[src/rtl/dcache_pkg.sv]
// Shared types and geometry for the direct-mapped write-through data cache.
// Default geometry: 32-bit addresses and words, 8 sets, 27-bit tags.
// Entry layout is {valid, tag, data}; lines are a single word.
package dcache_pkg;

   localparam int DC_ADDR_WIDTH  = 32;
   localparam int DC_DATA_WIDTH  = 32;
   localparam int DC_SET_BITS    = 3;
   localparam int DC_OFFSET_BITS = 2;
   localparam int DC_TAG_BITS    = DC_ADDR_WIDTH - DC_SET_BITS - DC_OFFSET_BITS;
   localparam int DC_NUM_SETS    = 1 << DC_SET_BITS;

   typedef struct packed {
      logic                     valid;
      logic [DC_TAG_BITS-1:0]   tag;
      logic [DC_DATA_WIDTH-1:0] data;
   } cache_entry_t;

   typedef enum logic [1:0] {
      ST_IDLE   = 2'd0,
      ST_REFILL = 2'd1,
      ST_WRITE  = 2'd2
   } state_t;

endpackage

[src/rtl/dcache_array.sv]
// Cache storage: one entry per set, combinational read by index, one write port.
// Latency: read is same-cycle, write lands at the clock edge.
// No backpressure; reset clears every valid bit and overrides a coincident write.
module dcache_array
   import dcache_pkg::*;
(
   input  logic                   clk,
   input  logic                   rst,
   input  logic [DC_SET_BITS-1:0] i_rd_idx,
   output cache_entry_t           o_rd_entry,
   input  logic                   i_wr_en,
   input  logic [DC_SET_BITS-1:0] i_wr_idx,
   input  cache_entry_t           i_wr_entry
);

   cache_entry_t r_entries [DC_NUM_SETS];

   // Asynchronous lookup port
   assign o_rd_entry = r_entries[i_rd_idx];

   // Single write port; reset invalidates all lines (tag/data left as-is)
   always_ff @(posedge clk) begin
      if (rst) begin
         for (int i = 0; i < DC_NUM_SETS; i++) begin
            r_entries[i].valid <= 1'b0;
         end
      end else if (i_wr_en) begin
         r_entries[i_wr_idx] <= i_wr_entry;
      end
   end

endmodule

[src/rtl/dcache_ctrl.sv]
// Direct-mapped write-through D-cache controller: same-cycle lookup, refill on read miss, write-allocate + write-through.
// Latency: read hit 0 added cycles; read miss / write stall from lookup until the mem_ack cycle.
// Backpressure: cpu_stall holds the CPU; memory paces via single-cycle mem_ack. Optional DCACHE_STATS_EN adds hit/miss counters.
module dcache_ctrl
   import dcache_pkg::*;
#(
   parameter int ADDR_WIDTH = DC_ADDR_WIDTH,
   parameter int DATA_WIDTH = DC_DATA_WIDTH,
   parameter int SET_BITS   = DC_SET_BITS
) (
   input  logic                  clk,
   input  logic                  rst,
   input  logic                  cpu_read_en,
   input  logic                  cpu_write_en,
   input  logic [ADDR_WIDTH-1:0] cpu_addr,
   input  logic [DATA_WIDTH-1:0] cpu_write_data,
   output logic [DATA_WIDTH-1:0] cpu_read_data,
   output logic                  cpu_stall,
   output logic                  hit,
   output logic                  miss,
   output logic                  mem_req,
   output logic                  mem_we,
   output logic [ADDR_WIDTH-1:0] mem_addr,
   output logic [DATA_WIDTH-1:0] mem_write_data,
   input  logic [DATA_WIDTH-1:0] mem_read_data,
   input  logic                  mem_ack
`ifdef DCACHE_STATS_EN
  ,output logic [31:0]           hit_count,
   output logic [31:0]           miss_count
`endif
);

   state_t                  r_state;
   logic                    r_mem_req;
   logic                    r_mem_we;
   logic [ADDR_WIDTH-1:0]   r_mem_addr;
   logic [DATA_WIDTH-1:0]   r_mem_wdata;

   logic [SET_BITS-1:0]     w_idx;
   logic [DC_TAG_BITS-1:0]  w_tag;
   logic [SET_BITS-1:0]     w_pend_idx;
   logic [DC_TAG_BITS-1:0]  w_pend_tag;
   logic [ADDR_WIDTH-1:0]   w_word_addr;
   cache_entry_t            w_rd_entry;
   logic                    w_lookup_hit;
   logic                    w_req;
   logic                    w_wr_en;
   logic [SET_BITS-1:0]     w_wr_idx;
   cache_entry_t            w_wr_entry;
   logic                    w_unused_offset;

   // Byte offset never selects anything: lines are one word
   assign w_unused_offset = ^cpu_addr[1:0];

   assign w_idx        = cpu_addr[SET_BITS+1:2];
   assign w_tag        = cpu_addr[ADDR_WIDTH-1:SET_BITS+2];
   assign w_word_addr  = {cpu_addr[ADDR_WIDTH-1:2], 2'b00};
   assign w_pend_idx   = r_mem_addr[SET_BITS+1:2];
   assign w_pend_tag   = r_mem_addr[ADDR_WIDTH-1:SET_BITS+2];
   assign w_lookup_hit = w_rd_entry.valid && (w_rd_entry.tag == w_tag);
   assign w_req        = cpu_read_en | cpu_write_en;

   dcache_array u_array (
      .clk        (clk),
      .rst        (rst),
      .i_rd_idx   (w_idx),
      .o_rd_entry (w_rd_entry),
      .i_wr_en    (w_wr_en),
      .i_wr_idx   (w_wr_idx),
      .i_wr_entry (w_wr_entry)
   );

   // Array write source: CPU store at the lookup edge, or refill data on ack
   always_comb begin
      w_wr_en    = 1'b0;
      w_wr_idx   = w_idx;
      w_wr_entry = {1'b1, w_tag, cpu_write_data};
      if (r_state == ST_IDLE && cpu_write_en) begin
         w_wr_en = 1'b1;
      end else if (r_state == ST_REFILL && mem_ack) begin
         w_wr_en    = 1'b1;
         w_wr_idx   = w_pend_idx;
         w_wr_entry = {1'b1, w_pend_tag, mem_read_data};
      end
   end

   // CPU-facing lookup results, stall and read-data bypass
   always_comb begin
      hit           = 1'b0;
      miss          = 1'b0;
      cpu_stall     = 1'b0;
      cpu_read_data = '0;
      case (r_state)
         ST_IDLE: begin
            hit       = w_req & w_lookup_hit;
            miss      = w_req & ~w_lookup_hit;
            cpu_stall = cpu_write_en | (cpu_read_en & ~w_lookup_hit);
            if (cpu_read_en && !cpu_write_en && w_lookup_hit) begin
               cpu_read_data = w_rd_entry.data;
            end
         end
         ST_REFILL: begin
            cpu_stall = ~mem_ack;
            if (mem_ack) begin
               cpu_read_data = mem_read_data;
            end
         end
         ST_WRITE: begin
            cpu_stall = ~mem_ack;
         end
         default: begin
            cpu_stall = 1'b0;
         end
      endcase
   end

   // Miss/write FSM with registered memory-side request, address and data
   always_ff @(posedge clk) begin
      if (rst) begin
         r_state     <= ST_IDLE;
         r_mem_req   <= 1'b0;
         r_mem_we    <= 1'b0;
         r_mem_addr  <= '0;
         r_mem_wdata <= '0;
      end else begin
         case (r_state)
            ST_IDLE: begin
               if (cpu_write_en) begin
                  r_mem_addr  <= w_word_addr;
                  r_mem_wdata <= cpu_write_data;
                  r_mem_req   <= 1'b1;
                  r_mem_we    <= 1'b1;
                  r_state     <= ST_WRITE;
               end else if (cpu_read_en && !w_lookup_hit) begin
                  r_mem_addr  <= w_word_addr;
                  r_mem_req   <= 1'b1;
                  r_mem_we    <= 1'b0;
                  r_state     <= ST_REFILL;
               end
            end
            ST_REFILL, ST_WRITE: begin
               if (mem_ack) begin
                  r_mem_req <= 1'b0;
                  r_mem_we  <= 1'b0;
                  r_state   <= ST_IDLE;
               end
            end
            default: begin
               r_mem_req <= 1'b0;
               r_mem_we  <= 1'b0;
               r_state   <= ST_IDLE;
            end
         endcase
      end
   end

   assign mem_req        = r_mem_req;
   assign mem_we         = r_mem_we;
   assign mem_addr       = r_mem_addr;
   assign mem_write_data = r_mem_wdata;

`ifdef DCACHE_STATS_EN
   logic [31:0] r_hit_count;
   logic [31:0] r_miss_count;

   // Saturating lookup statistics; hit/miss only pulse in IDLE
   always_ff @(posedge clk) begin
      if (rst) begin
         r_hit_count  <= '0;
         r_miss_count <= '0;
      end else begin
         if (hit && r_hit_count != '1) begin
            r_hit_count <= r_hit_count + 32'd1;
         end
         if (miss && r_miss_count != '1) begin
            r_miss_count <= r_miss_count + 32'd1;
         end
      end
   end

   assign hit_count  = r_hit_count;
   assign miss_count = r_miss_count;
`endif

endmodule

[config.mk]
export PLATFORM = sky130hd
export DESIGN_NAME = dcache_ctrl
export DESIGN_NICKNAME = d
export VERILOG_FILES = /design/src/rtl/dcache_pkg.sv /design/src/rtl/dcache_array.sv /design/src/rtl/dcache_ctrl.sv
export SDC_FILE = /design/constraint.sdc
export NUM_CORES = 1
export LEC_CHECK = 0
export BUFFER_PORTS_ARGS = -buffer_cell sky130_fd_sc_hd__buf_2
export CORE_ASPECT_RATIO = 1.25
export CORE_UTILIZATION = 30
export CTS_CLUSTER_DIAMETER = 80
export CTS_CLUSTER_SIZE = 8
export DETAILED_ROUTE_END_ITERATION = 7
export SKIP_LAST_GASP = 1
export SYNTH_ARGS = -nofsm -noshare
export SYNTH_HDL_FRONTEND = slang
export SYNTH_SLANG_ARGS = --single-unit
export TNS_END_PERCENT = 30
[constraint.sdc]
create_clock -name clk -period 5.6 [get_ports clk]
set_input_delay 0.84 -clock clk [delete_from_list [all_inputs] [get_ports clk]]
set_output_delay 0.84 -clock clk [all_outputs]
set_load 0.005 [all_outputs]
==> After elaboration in Yosys (flattened, before gate mapping) <==
Memories as Yosys holds them, arrays and structs flattened.
Index checks and enable logic that the tools add are counted.
{ "op_classes": {"shifts": 0, "multipliers": 0, "reduce_logical": 15, "n_bitwise": 7, "n_lt_le_gt_ge": 0, "n_mux": 33, "n_div": 0, "addsub": 0, "n_eq_ne": 5} }
{ "ops": {"columns": ["op", "n"], "rows": [
  ["$mux W32", 4],
  ["$mux W59", 2],
  ["$pmux W32 S2", 1],
  ["$mux W60", 1],
  ["$reduce_or A60 Y1", 1],
  ["$eq A27 B27 Y1", 1],
  ["$mux W1", 14],
  ["$mux W3", 3],
  ["$mux W2", 4],
  ["$logic_and A1 B1 Y1", 6],
  ["$pmux W1 S2", 3],
  ["$reduce_and A2 Y1", 3],
  ["$pmux W2 S2", 1],
  ["$and A1 B1 Y1", 3],
  ["$ne A3 B2 Y1 const B", 1],
  ["$eq A2 B1 Y1 const B", 1],
  ["$eq A2 B2 Y1 const B", 1],
  ["$logic_not A1 Y1", 2],
  ["$logic_not A2 Y1", 1],
  ["$ne A2 B1 Y1 const B", 1],
  ["$not A1 Y1", 2],
  ["$or A1 B1 Y1", 2],
  ["$reduce_bool A2 Y1", 1],
  ["$reduce_or A2 Y1", 1]
]} }
{ "totals": {"latch_bits": 0, "n_memories": 1, "ram_bits": 480, "elab_cells": 66, "out_inout_bits": 101, "inputBits": 101, "regBits": 68, "mem_bits_ro": 0} }
{ "mem_list": {"columns": ["name", "depth", "word_bits", "read_ports", "rd_ports_with_merged_regs", "write_ports", "line_no", "rtl"], "rows": [
  ["u_array.r_entries", 8, 60, 1, 0, 8, "dcache_array.sv:16", "cache_entry_t r_entries [DC_NUM_SETS];"]
]} }

==> Logic depth before layout (Yosys ltp) <==
{ "depth": {"ltp_word": 9, "mapped_depth": 12, "depth_no_buf": 8} }

==> Modules after synthesis <==
Synthesis repeated with hierarchy kept, for this count alone.
{ "unflattened": {"cells_unflattened": 1180, "hier_area_um2": 22300.1} }
{ "by_module_without_submodules": {"columns": ["mod", "instances", "area_per_inst_um2", "seq_area_each_um2", "cells_per_inst"], "rows": [
  ["dcache_array", 1, 18331.3, 14413.8, 727],
  ["dcache_ctrl", 1, 3968.8, 1301.2, 453]
]} }

==> Least setup slack after synthesis <==
Ideal clock, no wire load.
{ "synth_path": {"path_type": "input port to flip-flop", "start": "input cpu_addr[2]", "end": "memory u_array.r_entries[7][0] in the netlist's numbering, enable pin", "n_path_buf": 6, "slack_ns": 0.127, "t_required_ns": 5.124, "path_stages": 9, "setup_time_ns": 0.476, "arrival_time_ns": 4.996, "cell_sequence": "buf_6 > buf_2 > buf_2 > buf_2 > buf_2 > a22oi_1 > or2_2 > clkbuf_1 > nor2_1"} }
{ "synth_lines": {"columns": ["item", "line_no", "rtl"], "rows": [
  ["start: declaration", "dcache_ctrl.sv:15", "input logic [ADDR_WIDTH-1:0] cpu_addr,"],
  ["end: declaration", "dcache_array.sv:16", null]
]} }

==> Worst setup path in the final report <==
{ "layout_path": {"start": "input cpu_addr[2]", "end": "output cpu_read_data[19]"} }
{ "layout_between": {"elab_chain_len": 6} }
{ "layout_lines": {"columns": ["item", "line_no", "rtl"], "rows": [
  ["$mem_v2 Z8 W60 (*)", null, null],
  ["$eq A27 B27 Y1", "dcache_ctrl.sv:60", "assign w_lookup_hit = w_rd_entry.valid && (w_rd_entry.tag == w_tag);"],
  ["$logic_and A1 B1 Y1", "dcache_ctrl.sv:60", null],
  ["$logic_and A1 B1 Y1", "dcache_ctrl.sv:98", "if (cpu_read_en && !cpu_write_en && w_lookup_hit) begin"],
  ["$mux W32 (*)", "dcache_ctrl.sv:98", null],
  ["$pmux W32 S2 (*)", "dcache_ctrl.sv:93", "case (r_state)"],
  ["end: declaration", "dcache_ctrl.sv:17", "output logic [DATA_WIDTH-1:0] cpu_read_data,"]
]} }
Mark *: on every way between the ends. The rest lies on a longest branch, timed or not.

==> load_flow_metrics.sql <==
INSERT INTO impl_metrics (metric_group, metric, value, unit) VALUES
('placement', 'buffers_on_ports', '197', ''),
('clock_tree', 'post_cts.resized_instances', '0', ''),
('sta', 'unrepaired_setup_endpoints_after_global_routing', 'no', ''),
('setup_path', 'crit_path_cell_trace', 'buf_6, buf_4, nor2b_1, a22oi_1, a21o_1, a211oi_1, nand4_1, nor4_2, nand4b_2, buf_4, o21ai_0, buf_4, buf_2', ''),
('clock_tree', 'cts_inserted_buffers', '78', ''),
('synth', 'synth_ff_type', 'sky130_fd_sc_hd__edfxtp_1', ''),
('sta', 'max_slew.worst_pin.slew', '1.02', 'ns'),
('drt', 'routed_wl', '56200', 'um'),
('clock_tree', 'h_tree_depth', '3', ''),
('finish', 'post_route_cells_drive_above_1_share', '0.270', ''),
('power', 'cellPowerDensity', '364', 'nW/um2'),
('clock_tree', 'holdBufCountCts', '0', ''),
('clock_tree', 'cts_root_buffer', 'sky130_fd_sc_hd__clkbuf_16', ''),
('setup_path', 'max_stage_delay', '0.61', 'ns'),
('sta', 'fin_hold_ws', '0.453', 'ns'),
('die', 'design.core.area', '72300', 'um2'),
('grt', 'grt_antenna_before_repair', '1', ''),
('finish', 'regArea', '15600', 'um2'),
('sta', 'finalSetupViolCount', '0', ''),
('clock_tree', 'cts.repair_timing.setup_buffer_count', '0', ''),
('status', 'run_status', 'completed', ''),
('die', 'chipHeight', '305', 'um'),
('finish', 'antenna-diode-count', '0', ''),
('grt', 'grt_max_degree', '72', ''),
('drt', 'drcViolationCount', '0', ''),
('finish', 'nNetsFinal', '1695', ''),
('placement', 'routabilityCongestion', '0.760', ''),
('setup_path', 'crit_type', 'primary input to primary output', ''),
('setup_path', 'critPathMaxFanout', '32', ''),
('power', 'power.leakage', '9.49', 'nW'),
('drt', 'viasPerCell', '4.78', ''),
('finish', 'fillCellCount', '6792', ''),
('clock_tree', 'clock_sink_count', '545', ''),
('setup_path', 'setup.worst_path.start', 'cpu_addr[2]', ''),
('synth', 'yosys-top-cells-area', 'sky130_fd_sc_hd__edfxtp_1 (64%), sky130_fd_sc_hd__mux4_2 (9.5%), sky130_fd_sc_hd__dfxtp_1 (6.7%)', ''),
('power', 'fin_total_pwr', '9.65', 'mW'),
('sta', 'report.final.hold_viol_count', '0', ''),
('setup_path', 'cp_required', '4.76', 'ns'),
('die', 'placement_rows', '110', ''),
('synth', 'postSynthCellCount', '1352', ''),
('finish', 'area_growth', '20.5', '%'),
('clock_tree', 'ctsLongestPathBuffers', '3', ''),
('sta', 'tns', '0', 'ns'),
('sta', 'period_needed', '5.14', 'ns'),
('synth', 'synth_cell_types', '53', ''),
('setup_path', 'worstReg2RegStart', 'r_state[1]', ''),
('setup_path', 'r2r.worst_path.cells', '9', ''),
('setup_path', 'r2r_slack', '1.54', 'ns'),
('clock_tree', 'clkLatencyLatePin', '0.61', 'ns'),
('setup_path', 'critPathMostFrequentCell', 'sky130_fd_sc_hd__buf_4', ''),
('drt', 'vias_after_detailed_routing', '12500', ''),
('grt', 'grt_use_total', '0.151', ''),
('synth', 'synth_most_common_cell', 'sky130_fd_sc_hd__edfxtp_1', ''),
('synth', 'netlist.top_cell.by_area', 'sky130_fd_sc_hd__edfxtp_1', ''),
('sta', 'slew-limit-headroom', '0.318', ''),
('drt', 'post_drt_wl_per_cell', '21.5', 'um'),
('setup_path', 'critPathTopFamily', 'simple AND/OR/NAND/NOR gates', ''),
('grt', 'via_count_of_the_first_global_routing_pass', '13100', ''),
('sta', 'final_min_period_over_clock_period', '0.919', ''),
('synth', 'ys_seq_elements', '545', ''),
('setup_path', 'timing.rr.end', 'u_array.r_entries[6][2]', ''),
('synth', 'synth.top_cells.by_count', 'sky130_fd_sc_hd__edfxtp_1 (472), sky130_fd_sc_hd__nand2_1 (279), sky130_fd_sc_hd__mux2i_1 (101), sky130_fd_sc_hd__mux4_2 (93), sky130_fd_sc_hd__dfxtp_1 (73)', ''),
('synth', 'synthArstFlopShare', '0', ''),
('synth', 'synth_top_cell_area_share', '0.645', ''),
('setup_path', 'crit_end', 'cpu_read_data[19]', ''),
('drt', 'detail-route-antenna-nets', '0', ''),
('grt', 'grt_pass1_wl', '83100', 'um'),
('placement', 'dpl.hpwl', '34100', 'um'),
('die', 'dieWidth', '244', 'um'),
('synth', 'avgSynthCellArea', '16.3', 'um2'),
('synth', 'synth_edf_count', '472', '');
area by class of cell:
type,count,area share
Sequential cell,545,0.590
Multi-Input combinational cell,718,0.226
Clock buffer,140,0.0841
Timing Repair Buffer,236,0.0514
Tap cell,952,0.0450
Clock inverter,5,0.00194
Inverter,12,0.00170
worst register-to-register path, cell delays in order (launching register included):
cell,delay (ns)
sky130_fd_sc_hd__dfxtp_1,0.35
sky130_fd_sc_hd__inv_1,0.09
sky130_fd_sc_hd__ha_1,0.15
sky130_fd_sc_hd__and2_2,0.37
sky130_fd_sc_hd__buf_4,0.43
sky130_fd_sc_hd__and2_4,0.56
sky130_fd_sc_hd__buf_4,0.54
sky130_fd_sc_hd__a31oi_1,0.36
sky130_fd_sc_hd__nor2_4,0.19
sky130_fd_sc_hd__buf_4,0.59
power breakdown:
part	leakage (nW)	switching (mW)	internal, mW	total [mW]
combinational	3.55	0.445	0.277	0.721
sequential	4.86	0.0452	4.54	4.59
clock	1.08	1.67	2.67	4.34
total	9.49	2.16	7.49	9.65
how the worst min path moves through the flow:
stage                                   startpoint                  endpoint  cells after the start
after floorplan           u_array.r_entries[5][59]  u_array.r_entries[5][59]                      2
after CTS                        mem_write_data[1]         mem_write_data[1]                      2
after global placement          mem_write_data[12]        mem_write_data[12]                      2
after detailed placement         mem_write_data[1]         mem_write_data[1]                      2
final                            mem_write_data[1]         mem_write_data[1]                      2
after global routing            mem_write_data[21]        mem_write_data[21]                      2
flip-flops by register name (all words and copies together), names as in the netlist:
name / count
mem_req: 1
mem_addr: 30
mem_write_data: 32
r_state: 2
u_array.r_entries: 480
placed cells by master, fill, tap and decap left out, types with 3 or more instances in the layout:
cell type                   synthesis  final
sky130_fd_sc_hd__edfxtp_1         472    472
sky130_fd_sc_hd__nand2_1          279    277
sky130_fd_sc_hd__buf_2             17    193
sky130_fd_sc_hd__mux2i_1          101    101
sky130_fd_sc_hd__mux4_2            93     93
sky130_fd_sc_hd__clkbuf_16          0     80
sky130_fd_sc_hd__dfxtp_1           73     73
sky130_fd_sc_hd__clkbuf_1          40     60
sky130_fd_sc_hd__a21oi_1           40     40
sky130_fd_sc_hd__nor2_1            47     39
sky130_fd_sc_hd__buf_4              7     35
sky130_fd_sc_hd__o21ai_0           23     23
sky130_fd_sc_hd__xnor2_1           17     17
sky130_fd_sc_hd__o22ai_1           16     16
sky130_fd_sc_hd__mux2_2            14     14
sky130_fd_sc_hd__inv_1             12     12
sky130_fd_sc_hd__mux4_1            10     10
sky130_fd_sc_hd__o21ai_1           10     10
sky130_fd_sc_hd__nor2_4             0      8
sky130_fd_sc_hd__nor3_1             7      7
sky130_fd_sc_hd__nand2b_1           6      6
sky130_fd_sc_hd__buf_12             0      5
sky130_fd_sc_hd__xor2_1             4      4
sky130_fd_sc_hd__nor2b_1            4      4
sky130_fd_sc_hd__a221oi_1           4      4
sky130_fd_sc_hd__a22o_1             3      3
sky130_fd_sc_hd__nand3_1            3      3
sky130_fd_sc_hd__a22oi_1            3      3
sky130_fd_sc_hd__ha_1               3      3
sky130_fd_sc_hd__inv_6              0      3
sky130_fd_sc_hd__buf_6              6      3
routing by layer:
metal	up-vias	GRT usage	share of wire
met5	-	0	0.00023
met4	2	0.0442	0.019
met3	79	0.0323	0.051
met2	340	0.263	0.51
met1	6416	0.187	0.42
li1	5642	-	-
per-stage QoR:
step	setup slack, ns	utilization	instance area, um2	instances
2_1_floorplan	0.127	-	22000	1353
6_report	0.455	0.367	26500	2608
3_3_place_gp	0.488	0.335	24200	2463
3_5_place_dp	0.391	0.335	24200	2463
5_1_grt	0.106	0.367	26500	2608
4_1_cts	0.374	0.367	26500	2608
cells by family after synthesis:
| kind of cell | after synthesis | synth area share |
|---|---|---|
| xor gates and xnor gates | 21 | 0.00837 |
| adders and majority gates | 3 | 0.00171 |
| other | 1 | 0.000171 |
| buffers and inverters | 90 | 0.0202 |
| and+or+nand+nor | 362 | 0.0670 |
| AOI/OAI and AO/OA | 112 | 0.0306 |
| DFF | 545 | 0.711 |
| muxes | 218 | 0.160 |
(Power assumes the default switching activity.)
